`config.mk`:
```
export PLATFORM = sky130hd
export DESIGN_NAME = lsu_ctrl_mo
export DESIGN_NICKNAME = d
export VERILOG_FILES = /design/src/rtl/lsu_ctrl_mo_pkg.sv /design/src/rtl/lsu_tag_fifo.sv /design/src/rtl/lsu_ctrl_mo.sv
export SDC_FILE = /design/constraint.sdc
export NUM_CORES = 1
export LEC_CHECK = 0
export ABC_CLOCK_PERIOD_IN_PS = 1650
export BUFFER_PORTS_ARGS = -buffer_cell sky130_fd_sc_hd__buf_2
export CORE_MARGIN = 4
export CORE_UTILIZATION = 41
export CTS_CLUSTER_SIZE = 10
export DETAILED_ROUTE_END_ITERATION = 8
export GPL_TIMING_DRIVEN = 0
export PLACE_DENSITY = 0.77
export SYNTH_ARGS = -nofsm -noshare
export SYNTH_HDL_FRONTEND = slang
export SYNTH_SLANG_ARGS = --single-unit
```
`constraint.sdc`:
```
create_clock -name clk -period 1.65 [get_ports clk]
set_input_delay 0.2475 -clock clk [delete_from_list [all_inputs] [get_ports clk]]
set_output_delay 0.2475 -clock clk [all_outputs]
set_load 0.02 [all_outputs]
```
`src/rtl/lsu_ctrl_mo_pkg.sv`:
```
// lsu_ctrl_mo_pkg: shared widths, access-size encodings and tag-entry layout for the LSU.
`ifndef XLEN
`define XLEN 32
`endif
`ifndef DTCM_ADDR_WIDTH
`define DTCM_ADDR_WIDTH 16
`endif
`ifndef ITAG_WIDTH
`define ITAG_WIDTH 4
`endif
package lsu_ctrl_mo_pkg;
    localparam logic [1:0] LSU_SIZE_B = 2'd0;
    localparam logic [1:0] LSU_SIZE_H = 2'd1;
    localparam logic [1:0] LSU_SIZE_W = 2'd2;
    localparam int LSU_TAGE_WIDTH = 7;
    typedef struct packed {
        logic       read;
        logic [1:0] size;
        logic       usign;
        logic [1:0] ofs;
        logic       err;
    } lsu_tage_t;
endpackage

```
`src/rtl/lsu_tag_fifo.sv`:
```
// lsu_tag_fifo: in-order FIFO of outstanding-transaction tags; no same-cycle pass-through.
module lsu_tag_fifo #(
    parameter int DW = 8,
    parameter int DP = 2,
    localparam int PW = DP > 1 ? $clog2(DP) : 1,
    localparam int CW = $clog2(DP + 1)
) (
    input  logic          clk,
    input  logic          rst_n,
    input  logic          push_i,
    input  logic [DW-1:0] din_i,
    input  logic          pop_i,
    output logic [DW-1:0] dout_o,
    output logic [CW-1:0] count_o,
    output logic          full_o,
    output logic          empty_o
);
    logic [DW-1:0] mem_q [DP];
    logic [PW-1:0] wptr_q, wptr_d, rptr_q, rptr_d;
    logic [CW-1:0] count_q, count_d;
    logic          do_push, do_pop;
    assign full_o  = count_q == CW'(DP);
    assign empty_o = count_q == '0;
    assign count_o = count_q;
    assign dout_o  = mem_q[rptr_q];
    assign do_push = push_i & ~full_o;
    assign do_pop  = pop_i & ~empty_o;
    always_comb begin
        wptr_d  = do_push ? (wptr_q == PW'(DP - 1) ? '0 : wptr_q + 1'b1) : wptr_q;
        rptr_d  = do_pop ? (rptr_q == PW'(DP - 1) ? '0 : rptr_q + 1'b1) : rptr_q;
        count_d = count_q + CW'(do_push) - CW'(do_pop);
    end
    always_ff @(posedge clk or negedge rst_n) begin
        if (!rst_n) begin
            wptr_q  <= '0;
            rptr_q  <= '0;
            count_q <= '0;
        end else begin
            wptr_q  <= wptr_d;
            rptr_q  <= rptr_d;
            count_q <= count_d;
        end
    end
    always_ff @(posedge clk) begin
        if (do_push) mem_q[wptr_q] <= din_i;
    end
endmodule

```
`src/rtl/lsu_ctrl_mo.sv`:
```
// lsu_ctrl_mo: AGU-to-DTCM load/store control with in-order outstanding tracking and aligned write-back.
// Optional misaligned-access trapping is enabled by defining LSU_MISALIGN_CHK_EN.
module lsu_ctrl_mo
    import lsu_ctrl_mo_pkg::*;
#(
    parameter int XW         = `XLEN,
    parameter int AW         = `DTCM_ADDR_WIDTH,
    parameter int TW         = `ITAG_WIDTH,
    parameter int OUTS_DEPTH = 2
) (
    input  logic            clk,
    input  logic            rst_n,
    input  logic            agu_cmd_valid,
    output logic            agu_cmd_ready,
    input  logic            agu_cmd_read,
    input  logic [AW-1:0]   agu_cmd_addr,
    input  logic [XW-1:0]   agu_cmd_wdata,
    input  logic [XW/8-1:0] agu_cmd_wmask,
    input  logic [1:0]      agu_cmd_size,
    input  logic            agu_cmd_usign,
    input  logic [TW-1:0]   agu_cmd_itag,
    output logic            agu_rsp_valid,
    input  logic            agu_rsp_ready,
    output logic            dtcm_cmd_valid,
    input  logic            dtcm_cmd_ready,
    output logic            dtcm_cmd_read,
    output logic [AW-1:0]   dtcm_cmd_addr,
    output logic [XW-1:0]   dtcm_cmd_wdata,
    output logic [XW/8-1:0] dtcm_cmd_wmask,
    input  logic            dtcm_rsp_valid,
    output logic            dtcm_rsp_ready,
    input  logic [XW-1:0]   dtcm_rsp_rdata,
    output logic            lsu_o_valid,
    input  logic            lsu_o_ready,
    output logic [XW-1:0]   lsu_o_wbck_data,
    output logic [TW-1:0]   lsu_o_wbck_itag,
    output logic            lsu_o_err
);
    localparam int DW = TW + LSU_TAGE_WIDTH;
    localparam int CW = $clog2(OUTS_DEPTH + 1);
    function automatic logic [XW-1:0] lsu_ext(input logic [XW-1:0] rd, input logic [1:0] ofs,
                                              input logic [1:0] size, input logic usign);
        logic [XW-1:0] sh;
        sh = rd >> {ofs, 3'b000};
        return size == LSU_SIZE_B ? {{(XW-8){~usign & sh[7]}}, sh[7:0]} :
               size == LSU_SIZE_H ? {{(XW-16){~usign & sh[15]}}, sh[15:0]} : sh;
    endfunction
    logic          fifo_full, fifo_empty, push, rsp_pop, err_pop, pop, mis, load_en;
    logic [CW-1:0] fifo_count;
    logic [DW-1:0] fifo_dout;
    logic [TW-1:0] head_itag;
    lsu_tage_t     push_tage, head_tage;
    logic          out_vld_q, out_vld_d, out_err_q, out_err_d;
    logic [XW-1:0] out_data_q, out_data_d;
    logic [TW-1:0] out_itag_q, out_itag_d;
    logic          unused_ok;
`ifdef LSU_MISALIGN_CHK_EN
    // Size 3 falls into the word check alongside size 2.
    assign mis            = agu_cmd_size == LSU_SIZE_H ? agu_cmd_addr[0] : agu_cmd_size[1] & |agu_cmd_addr[1:0];
    assign dtcm_cmd_valid = agu_cmd_valid & ~fifo_full & ~mis;
    assign agu_cmd_ready  = ~fifo_full & (mis | dtcm_cmd_ready);
    assign err_pop        = ~fifo_empty & head_tage.err & ~dtcm_rsp_valid & dtcm_rsp_ready;
`else
    assign mis            = 1'b0;
    assign dtcm_cmd_valid = agu_cmd_valid & ~fifo_full;
    assign agu_cmd_ready  = dtcm_cmd_ready & ~fifo_full;
    assign err_pop        = 1'b0;
`endif
    assign dtcm_cmd_read  = agu_cmd_read;
    assign dtcm_cmd_addr  = agu_cmd_addr;
    assign dtcm_cmd_wdata = agu_cmd_wdata;
    assign dtcm_cmd_wmask = agu_cmd_wmask;
    assign push      = agu_cmd_valid & agu_cmd_ready;
    assign push_tage = '{read: agu_cmd_read, size: agu_cmd_size, usign: agu_cmd_usign,
                         ofs: agu_cmd_addr[1:0], err: mis};
    assign {head_itag, head_tage} = fifo_dout;
    assign dtcm_rsp_ready = ~out_vld_q | lsu_o_ready;
    assign rsp_pop        = dtcm_rsp_valid & dtcm_rsp_ready & ~fifo_empty;
    assign pop            = rsp_pop | err_pop;
    assign agu_rsp_valid  = pop;
    assign load_en        = err_pop | (rsp_pop & head_tage.read);
    lsu_tag_fifo #(.DW(DW), .DP(OUTS_DEPTH)) u_fifo (
        .clk     (clk),
        .rst_n   (rst_n),
        .push_i  (push),
        .din_i   ({agu_cmd_itag, push_tage}),
        .pop_i   (pop),
        .dout_o  (fifo_dout),
        .count_o (fifo_count),
        .full_o  (fifo_full),
        .empty_o (fifo_empty)
    );
    always_comb begin
        out_vld_d  = load_en | (out_vld_q & ~lsu_o_ready);
        out_data_d = load_en ? (err_pop ? '0 : lsu_ext(dtcm_rsp_rdata, head_tage.ofs, head_tage.size, head_tage.usign)) : out_data_q;
        out_itag_d = load_en ? head_itag : out_itag_q;
        out_err_d  = load_en ? err_pop : out_err_q;
    end
    always_ff @(posedge clk or negedge rst_n) begin
        if (!rst_n) begin
            out_vld_q  <= 1'b0;
            out_data_q <= '0;
            out_itag_q <= '0;
            out_err_q  <= 1'b0;
        end else begin
            out_vld_q  <= out_vld_d;
            out_data_q <= out_data_d;
            out_itag_q <= out_itag_d;
            out_err_q  <= out_err_d;
        end
    end
    assign lsu_o_valid     = out_vld_q;
    assign lsu_o_wbck_data = out_vld_q ? out_data_q : '0;
    assign lsu_o_wbck_itag = out_vld_q ? out_itag_q : '0;
    assign lsu_o_err       = out_vld_q & out_err_q;
    assign unused_ok       = &{1'b0, agu_rsp_ready, fifo_count, head_tage.err};
    no_orphan_rsp: assert property (@(posedge clk) disable iff (!rst_n) !(dtcm_rsp_valid && fifo_empty));
endmodule

```
==> results.yml <==
status:
  status: "complete, but fails checks"
  violations: "setup timing"
timing:
  max_freq_mhz: 544
  fin_hold_ws_ps: 51.4
  hold_violations: 0
  slew_viol_final: 0
  setup_ws_ps: -188
  period_share: 1.11
  fin_crit_ps: 1840
  skew_ps: 9.93
  slew_headroom: 0.357
  finalSetupViolCount: 32
  worst_pin_slew_ps: 964
  rsz0062_at_grt: "yes"
worst_setup_path:
  crit_path_max_incr_delay_ps: 400
  required_ps: 1850
  endpoint_kind: "register"
  arrival_ps: 2040
  crit_family: "multiplexers"
  path_buf_inv: 2
  path_cells: "buf_6 -> mux2_4 -> mux2i_4 -> a22oi_4 -> buf_12 -> a21oi_4 -> a21oi_1"
  slowest_stage: "dfrtp_1"
  worstSetupStartpointType: "register"
  path_class: "register to register"
  path_max_fanout: 7
global_route:
  grt_pass1_wl_microns: 15400
  first_global_vias: 3226
  grt_max_degree: 42
  track_usage: 0.193
  globalRoute.totalOverflow: 0
  grt_antenna_before_repair: 0
clock_tree:
  cts.path.max_buffers: 2
  clk_pin_slew_ps: 70
  ctsHoldBuffers: 0
  clk-insertion-delay-late_ps: 340
  cts_made_buffers: 9
  cts_sinks: 61
  cts_root_buffer: "clkbuf_8"
  htreeDepth: 3
  cts_tree: "done"
detailed_routing:
  wirelength_microns: 11100
  ant_nets: 0
  vias: 3470
  avgViaCountPerCell: 5.08
  drc_errors: 0
  routedWlPerCell_microns: 16.2
  dr.pass1.iters: 4
  drt_iter0_markers: 236
pwr:
  report.power.total_uw: 8450
  p_leak_uw: 0.00259
  p_per_area_nw_per_um2: 1590
  ir_drop_v: 0.000962
logic_synthesis:
  ys_types: 43
  ys_top_cells_by_count: "nand2_1 (59), buf_4 (54), nor2_1 (43), dfrtp_1 (41), and2_1 (39)"
  async_flop_share: 0.672
  synth.area.top_cells: "dfrtp_1 (28%), edfxtp_1 (16%), buf_4 (11%)"
  synth_top_area_frac: 0.280
  yosys_warnings: 0
  syn_nets: 491
  synth-edff-count: 20
  synth_seq_area_share: 0.444
  synth_seq_cells: 61
  yosysMostFrequentCell: "nand2_1"
  yosysTopAreaCell: "dfrtp_1"
  synthCells: 391
  synth_flop_cell: "dfrtp_1"
  syn_area_sq_um: 3660
  avgSynthCellArea_sq_um: 9.37
placed_design:
  hpwlAfterDp_microns: 8150
  placed_area_sq_um: 4520
  gp_congestion: 0.883
  portBuffers: 141
  place_ws_ps: -288
worst_hold_path:
  worstHoldPathType: "input pin to async pin"
flow_run:
  cap_viol_max_count: 0
floorplanning:
  die_area_sq_um: 10500
  initial_core_util: 0.420
  num_io_pins: 194
  core-area_sq_um: 8720
  die_w_microns: 103
  rows: 34
  die_h_microns: 103
final_layout:
  finish.utilization: 0.609
  fin_nets: 670
  final_area_sq_um: 5310
  layout-drive-gt1-share: 0.536
  n_antenna_cell: 0
  syn_to_final_growth_pct: 45.0
==> cell usage in the layout, fill, tap and decap left out, types with 7 or more instances in the layout <==
cell type  synthesis  layout
o2bb2ai_1          7       7
buf_4             54      74
clkbuf_8           0       9
nand2_1           59      57
a21oi_1           28      22
mux2i_1           15       9
o21ai_0           13       9
dfrtp_1           41      40
and2_4             0       9
edfxtp_1          20      20
and2_1            39      30
buf_2              2     135
nor2_1            43      37
buf_6              2      16
==> worst paths after layout <==
check | from | end | slack (ps) | cells past startpoint
hold / removal | rst_n | u_fifo.wptr_q | 50 | 1
max in group asynchronous | rst_n | lsu_o_valid | 950 | 1
setup reg to reg | u_fifo.rptr_q | out_data_q[13] | -190 | 7
setup / recovery | u_fifo.rptr_q | out_data_q[13] | -190 | 7
min in group clk | agu_cmd_size[1] | u_fifo.mem_q[0][4] | 100 | 1
hold reg to reg | out_data_q[7] | out_data_q[7] | 470 | 2
==> sequential cells by signal, indices dropped and copies added (netlist names) <==
register,flops
u_fifo.count_o,2
out_itag_q,4
u_fifo.wptr_q,1
out_data_q,32
lsu_o_valid,1
u_fifo.mem_q,20
u_fifo.rptr_q,1
==> cells by family (layout without fill, tap and decap cells) <==
logic type / count (synthesis) / in the layout / share of synthesized area
simple gates: 160 / 160 / 0.204
buf+inv: 70 / 252 / 0.132
fa+ha+maj: 1 / 1 / 0.00341
flops: 61 / 61 / 0.444
compound gates: 72 / 74 / 0.136
xor+xnor: 5 / 5 / 0.0120
other cells: 1 / 1 / 0.00102
mux: 21 / 21 / 0.0683
==> final cells by class <==
| type | instances | area (sq um) |
|---|---|---|
| buffer | 69 | 536 |
| clock buffer | 12 | 156 |
| clock inverter | 4 | 45.0 |
| fill | 756 | 3410 |
| inverter | 1 | 3.75 |
| multi-input combinational | 262 | 1810 |
| sequential | 61 | 1630 |
| tap | 108 | 135 |
| timing repair buffer | 166 | 995 |
==> layer usage <==
layer  wire (microns)  track usage  up-vias
li1                 -            -     1637
met1             3950        0.215     1638
met2             5840        0.352      174
met3             1060       0.0528       21
met4              238       0.0666        0
met5                0            0        -
==> per-stage QoR <==
| stage | TNS [ps] | cells |
|---|---|---|
| 2_1_floorplan | -33.0 | 391 |
| 3_3_place_gp | -5420 | 640 |
| 3_5_place_dp | -6750 | 640 |
| 4_1_cts | -2580 | 664 |
| 5_1_grt | -6700 | 683 |
| 6_report | -3530 | 683 |
==> where the power goes <==
group,switching (uW),internal (uW),total (uW)
combinational,2500,2090,4590
clock,573,783,1360
sequential,372,2130,2510
total,3450,5000,8450
==> repair_timing <==
| item | in CTS | in global routing |
|---|---|---|
| pin swaps | 11 | 6 |
| gates cloned | 3 | 0 |
| resized for setup | 38 | 66 |
| buffers inserted | 5 | 21 |
| endpoints found under the setup margin | 67 | 62 |
Note: power is estimated with default switching activity, not from simulation.
